==> src/rtl/hba_pkg.sv <==
// Shared definitions for the HBA peripheral bus: default widths, address-width
// derivation and the arbiter state encoding.
package hba_pkg;

  localparam int HBA_DBUS_WIDTH        = 8;
  localparam int HBA_PERIPH_ADDR_WIDTH = 4;
  localparam int HBA_REG_ADDR_WIDTH    = 8;

  typedef enum logic [1:0] {
    IDLE    = 2'd0,
    XFER    = 2'd1,
    RELEASE = 2'd2
  } hba_state_e;

  function automatic int hba_addr_w(input int periph_w, input int reg_w);
    return periph_w + reg_w;
  endfunction

  function automatic int hba_idx_w(input int n);
    return (n > 1) ? $clog2(n) : 1;
  endfunction

endpackage

==> src/rtl/hba_rr_picker.sv <==
// Combinational round-robin select: first requester found searching upward
// from rr_last+1, wrapping modulo N.
module hba_rr_picker #(
  parameter int N     = 2,
  parameter int IDX_W = 1
) (
  input  logic [N-1:0]     req,
  input  logic [IDX_W-1:0] rr_last,
  output logic [N-1:0]     pick,
  output logic [IDX_W-1:0] pick_idx,
  output logic             any
);

  logic [IDX_W-1:0] idx;

  // NOTE: every output gets a default before the search loop so no path
  // through the block leaves a value unassigned and no latch is inferred.
  always_comb begin
    pick     = '0;
    pick_idx = '0;
    any      = 1'b0;
    idx      = '0;
    for (int off = 1; off <= N; off++) begin
      idx = IDX_W'((int'(rr_last) + off) % N);
      if (!any && req[idx]) begin
        any       = 1'b1;
        pick[idx] = 1'b1;
        pick_idx  = idx;
      end
    end
  end

endmodule

==> src/rtl/hba_master_arbiter.sv <==
// Round-robin arbiter sharing the HBA peripheral bus between several masters;
// one registered transfer per grant, with an ack watchdog.
module hba_master_arbiter
  import hba_pkg::*;
#(
  parameter int  NUM_MASTERS       = 2,
  parameter int  DBUS_WIDTH        = HBA_DBUS_WIDTH,
  parameter int  PERIPH_ADDR_WIDTH = HBA_PERIPH_ADDR_WIDTH,
  parameter int  REG_ADDR_WIDTH    = HBA_REG_ADDR_WIDTH,
  parameter int  TIMEOUT_CYCLES    = 255,
  localparam int ADDR_W            = hba_addr_w(PERIPH_ADDR_WIDTH, REG_ADDR_WIDTH)
) (
  input  logic                              clk_100mhz,
  input  logic                              reset_n,
  input  logic [NUM_MASTERS-1:0]            mst_req,
  input  logic [NUM_MASTERS-1:0]            mst_rnw,
  input  logic [NUM_MASTERS*ADDR_W-1:0]     mst_addr,
  input  logic [NUM_MASTERS*DBUS_WIDTH-1:0] mst_wdata,
  output logic [NUM_MASTERS-1:0]            mst_grant,
  output logic [NUM_MASTERS-1:0]            mst_done,
  output logic [DBUS_WIDTH-1:0]             mst_rdata,
  output logic                              mst_err,
  output logic                              hba_xfer,
  output logic                              hba_rnw,
  output logic [ADDR_W-1:0]                 hba_addr,
  output logic [DBUS_WIDTH-1:0]             hba_wdata,
  input  logic                              hba_xferack,
  input  logic [DBUS_WIDTH-1:0]             hba_rdata
);

  localparam int         IDX_W    = hba_idx_w(NUM_MASTERS);
  localparam logic [7:0] TMO_LAST = 8'(TIMEOUT_CYCLES - 1);

  hba_state_e           state;
  logic [IDX_W-1:0]     rr_last;
  logic [7:0]           cnt;
  logic [NUM_MASTERS-1:0] pick;
  logic [IDX_W-1:0]     pick_idx;
  logic                 pick_any;

  hba_rr_picker #(
    .N     (NUM_MASTERS),
    .IDX_W (IDX_W)
  ) u_picker (
    .req      (mst_req),
    .rr_last  (rr_last),
    .pick     (pick),
    .pick_idx (pick_idx),
    .any      (pick_any)
  );

  // NOTE: sequential state uses non-blocking assignments so every register
  // samples the pre-edge values, independent of statement order.
  always_ff @(posedge clk_100mhz or negedge reset_n) begin
    if (!reset_n) begin
      state     <= IDLE;
      mst_grant <= '0;
      mst_done  <= '0;
      mst_rdata <= '0;
      mst_err   <= 1'b0;
      hba_xfer  <= 1'b0;
      hba_rnw   <= 1'b0;
      hba_addr  <= '0;
      hba_wdata <= '0;
      rr_last   <= IDX_W'(NUM_MASTERS - 1);
      cnt       <= '0;
    end else begin
      case (state)
        IDLE: begin
          if (pick_any) begin
            mst_grant <= pick;
            hba_rnw   <= mst_rnw[pick_idx];
            hba_addr  <= mst_addr[pick_idx*ADDR_W +: ADDR_W];
            hba_wdata <= mst_wdata[pick_idx*DBUS_WIDTH +: DBUS_WIDTH];
            hba_xfer  <= 1'b1;
            rr_last   <= pick_idx;
            cnt       <= '0;
            state     <= XFER;
          end
        end
        XFER: begin
          // An ack arriving in the expiry cycle still counts as success.
          if (hba_xferack || cnt == TMO_LAST) begin
            mst_done  <= mst_grant;
            mst_err   <= !hba_xferack;
            mst_rdata <= (hba_xferack && hba_rnw) ? hba_rdata : '0;
            hba_xfer  <= 1'b0;
            mst_grant <= '0;
            state     <= RELEASE;
          end else begin
            cnt <= cnt + 8'd1;
          end
        end
        RELEASE: begin
          mst_done  <= '0;
          mst_err   <= 1'b0;
          mst_rdata <= '0;
          state     <= IDLE;
        end
        default: state <= IDLE;
      endcase
    end
  end

endmodule
==> config.mk <==
export PLATFORM = sky130hd
export DESIGN_NAME = hba_master_arbiter
export DESIGN_NICKNAME = d
export VERILOG_FILES = /design/src/rtl/hba_pkg.sv /design/src/rtl/hba_rr_picker.sv /design/src/rtl/hba_master_arbiter.sv
export SDC_FILE = /design/constraint.sdc
export NUM_CORES = 1
export LEC_CHECK = 0
export ABC_AREA = 1
export CORE_MARGIN = 2
export CORE_UTILIZATION = 48
export CTS_BUF_LIST = sky130_fd_sc_hd__clkbuf_8
export DETAILED_ROUTE_END_ITERATION = 10
export PLACE_DENSITY = 0.88
export SLEW_MARGIN = 20
export SYNTH_ARGS = -nofsm -noshare
export SYNTH_HDL_FRONTEND = slang
export SYNTH_SLANG_ARGS = --single-unit
export TNS_END_PERCENT = 100
==> constraint.sdc <==
create_clock -name clk_100mhz -period 2.45 [get_ports clk_100mhz]
set_clock_uncertainty 0.1 [all_clocks]
set_input_delay 0.49 -clock clk_100mhz [delete_from_list [all_inputs] [get_ports clk_100mhz]]
set_output_delay 0.49 -clock clk_100mhz [all_outputs]
set_load 0.02 [all_outputs]
==> impl_results.md <==
* Status: finished clean
* Root Driver: clkbuf_8
* Die span in x at 71.7 µm
* Setup tns final at 0 ps
* Setup bufs post-CTS at 0
* Max-cap violations at 0
* Seq cells post-synth at 46
* Synthesis-to-finish area growth at 46.3%
* Total GRT Usage at 24.0%
* Std cell rows at 24
* Delay-heaviest family, CP: buffers and inverters
* VDD IR max at 0.701 mV
* Slew headroom at 45.3%
* Net total in the final layout at 401
* Final core utilization at 73.5%
* Setup crit end kind: primary output
* Critical Path Max Stage Delay at 640 ps
* Drt pass-1 iters at 4
* Pleak at 0.00147 µW
* Port Buffers at 89
* CP max FO at 3
* Final ANT Viol Nets at 0
* Post-route DRC at 0
* Critical path startpoint category: flip-flop
* # diodes at 0
* Gate Count Post-Synth at 256
* I/O pin cnt at 90
* Total gr overflow at 0
* Avg Inst Size Synth at 8.60 µm²
* Die area at 5140 µm²
* Clock Path Buffers at 2
* Crit path cell chain: clkdlybuf4s50_1
* Net Count, Synth at 313
* 1st-iter DRT viols at 92
* Fillers at 329
* Worst hold margin at 70.0 ps
* Total wire length at 5650 µm
* Most common cell after layout, fill and taps aside: clkdlybuf4s50_1
* Post-synth top area cell: dfrtp_1
* DIE HEIGHT at 71.7 µm
* Crit-path slowest cell: clkdlybuf4s50_1
* CTS Buf Count at 5
* Worst-skew pair later-pin latency at 300 ps
* RSZ-0062 raised after global routing: no
* Crit share post-route at 78.1%
* Clk sinks at 46
* Commonest cells after routing, fill and taps aside: clkdlybuf4s50_1 (88), nand2_1 (74), nand3_1 (59)
* Post-CTS Hold Fix Bufs at 0
* Final setup fails at 0
* CP required at 1860 ps
* Worst path bufs/invs at 1
* Tightest Pin Transition at 819 ps
* Max-slew violations at 0
* Vias in the first global route at 2204
* Post-cts sizing count at 0
* First-pass GRT wire length at 9660 µm
* WS Path Type: flip-flop to primary output
* Final min period at 1910 ps
* Yosys cell types at 25
* Share of post-route cells with drive strength above 1 at 9.57%
* # H-tree levels at 2
* TritonCTS clock tree: yes
* Min-Delay Path Class: input port to asynchronous set/reset pin
* Routed vias/inst at 5.34
* Top post-synthesis cells by area: dfrtp_1 (51%), nand3_1 (13%), nand2_1 (13%), nand3_2 (4.1%), inv_1 (3.2%)
* DPL Wire Length at 4030 µm
* RePlAce Congestion at 0.884
* Vias at 2120
* Synthesis Warnings at 0
* Data arrival time of the worst path at 1320 ps
* Synthesized cell area at 2200 µm²
* Largest net degree at the start of global routing at 35
* Core Region at 4380 µm²
* Total power divided by cell area at 1160 nW/µm²
* Mean routed wirelength per cell at 14.2 µm
* Hold violation count in the final report at 0
* Clock transition at path regs at 80 ps
* FMAX at 0.523 GHz
* Initial antenna violation count at 0
* Post-synthesis sequential area ratio at 52.4%
* Initial core utilization at 50.2%
* Share of the synthesized area in the top cell type at 51.2%
cells in the mapped netlist:
master	number
ha_1	2
dfstp_2	1
buf_6	1
a21boi_2	1
buf_2	6
inv_1	19
o21ai_1	6
nor3b_1	1
nor2_2	2
dfrtp_1	45
nand2_4	1
nand2_2	2
clkbuf_1	1
nor2_4	2
xor2_1	1
o21bai_1	1
o21ai_2	2
xnor2_1	1
nand2_1	74
buf_1	1
nand3_2	9
o21ai_0	9
nor2_1	6
buf_4	3
nand3_1	59
report_power, final:
| part | switching [µW] | internal, µW | total [µW] |
|---|---|---|---|
| registers | 229 | 1090 | 1320 |
| logic | 1060 | 832 | 1890 |
| clock network | 248 | 285 | 533 |
| total | 1530 | 2210 | 3740 |
per-layer routing:
layer  GRT usage (%)  vias to the layer above  part of all wire [%]
li1                -                     1012                     -
met1            26.8                     1005                    39
met2            42.4                       93                    51
met3            8.58                       10                   8.4
met4            8.39                        0                   1.5
met5               0                        -                     0
stage by stage:
step                cells  setup WS, ps  power (µW)  cell area, µm²
global route          397           464        3970            3220
global placement      389           337        3160            3110
CTS                   397           524        3770            3220
finish                397           538        3740            3220
detailed placement    389           273        3230            3110
floorplan             256          1040        2360            2200
path summary, 6_finish.rpt:
| kind | startpoint | end | slack [ps] | depth (start not counted) |
|---|---|---|---|---|
| setup reg to reg | cnt[0] | cnt[3] | 660 | 9 |
| setup / recovery | mst_grant[1] | mst_grant[1] | 540 | 1 |
| hold reg to reg | rr_last | rr_last | 390 | 2 |
| hold / removal | reset_n | hba_addr[7] | 70 | 1 |
| min in group clk_100mhz | rr_last | rr_last | 390 | 2 |
| max in group asynchronous | reset_n | mst_rdata[3] | 1480 | 2 |
sequential cells by signal, summed over array words and instances (netlist names), 2 cells and up:
| name | count |
|---|---|
| hba_addr | 12 |
| cnt | 8 |
| hba_wdata | 8 |
| mst_rdata | 8 |
| mst_done | 2 |
| mst_grant | 2 |
| state | 2 |
final cells by class:
cell class | count | area, µm² | area share [%]
Timing Repair Buffer | 93 | 916 | 28.4
Multi-Input combinational cell | 179 | 906 | 28.1
Tap cell | 52 | 65.1 | 2.02
Sequential cell | 46 | 1150 | 35.8
Inverter | 19 | 71.3 | 2.21
Clock buffer | 8 | 110 | 3.42
cells by family (layout without fill, tap and decap cells):
group                      after synthesis  after routing  synth area share, %
buffers and inverters                   31            120                 6.48
xor gates and xnor gates                 2              2                0.796
and+or+nand+nor                        156            156                 34.2
adders and majority gates                2              2                 1.14
DFF                                     46             46                 52.4
AOI/OAI and AO/OA                       19             19                 5.06
No activity file was read; power rests on OpenSTA's default activity.
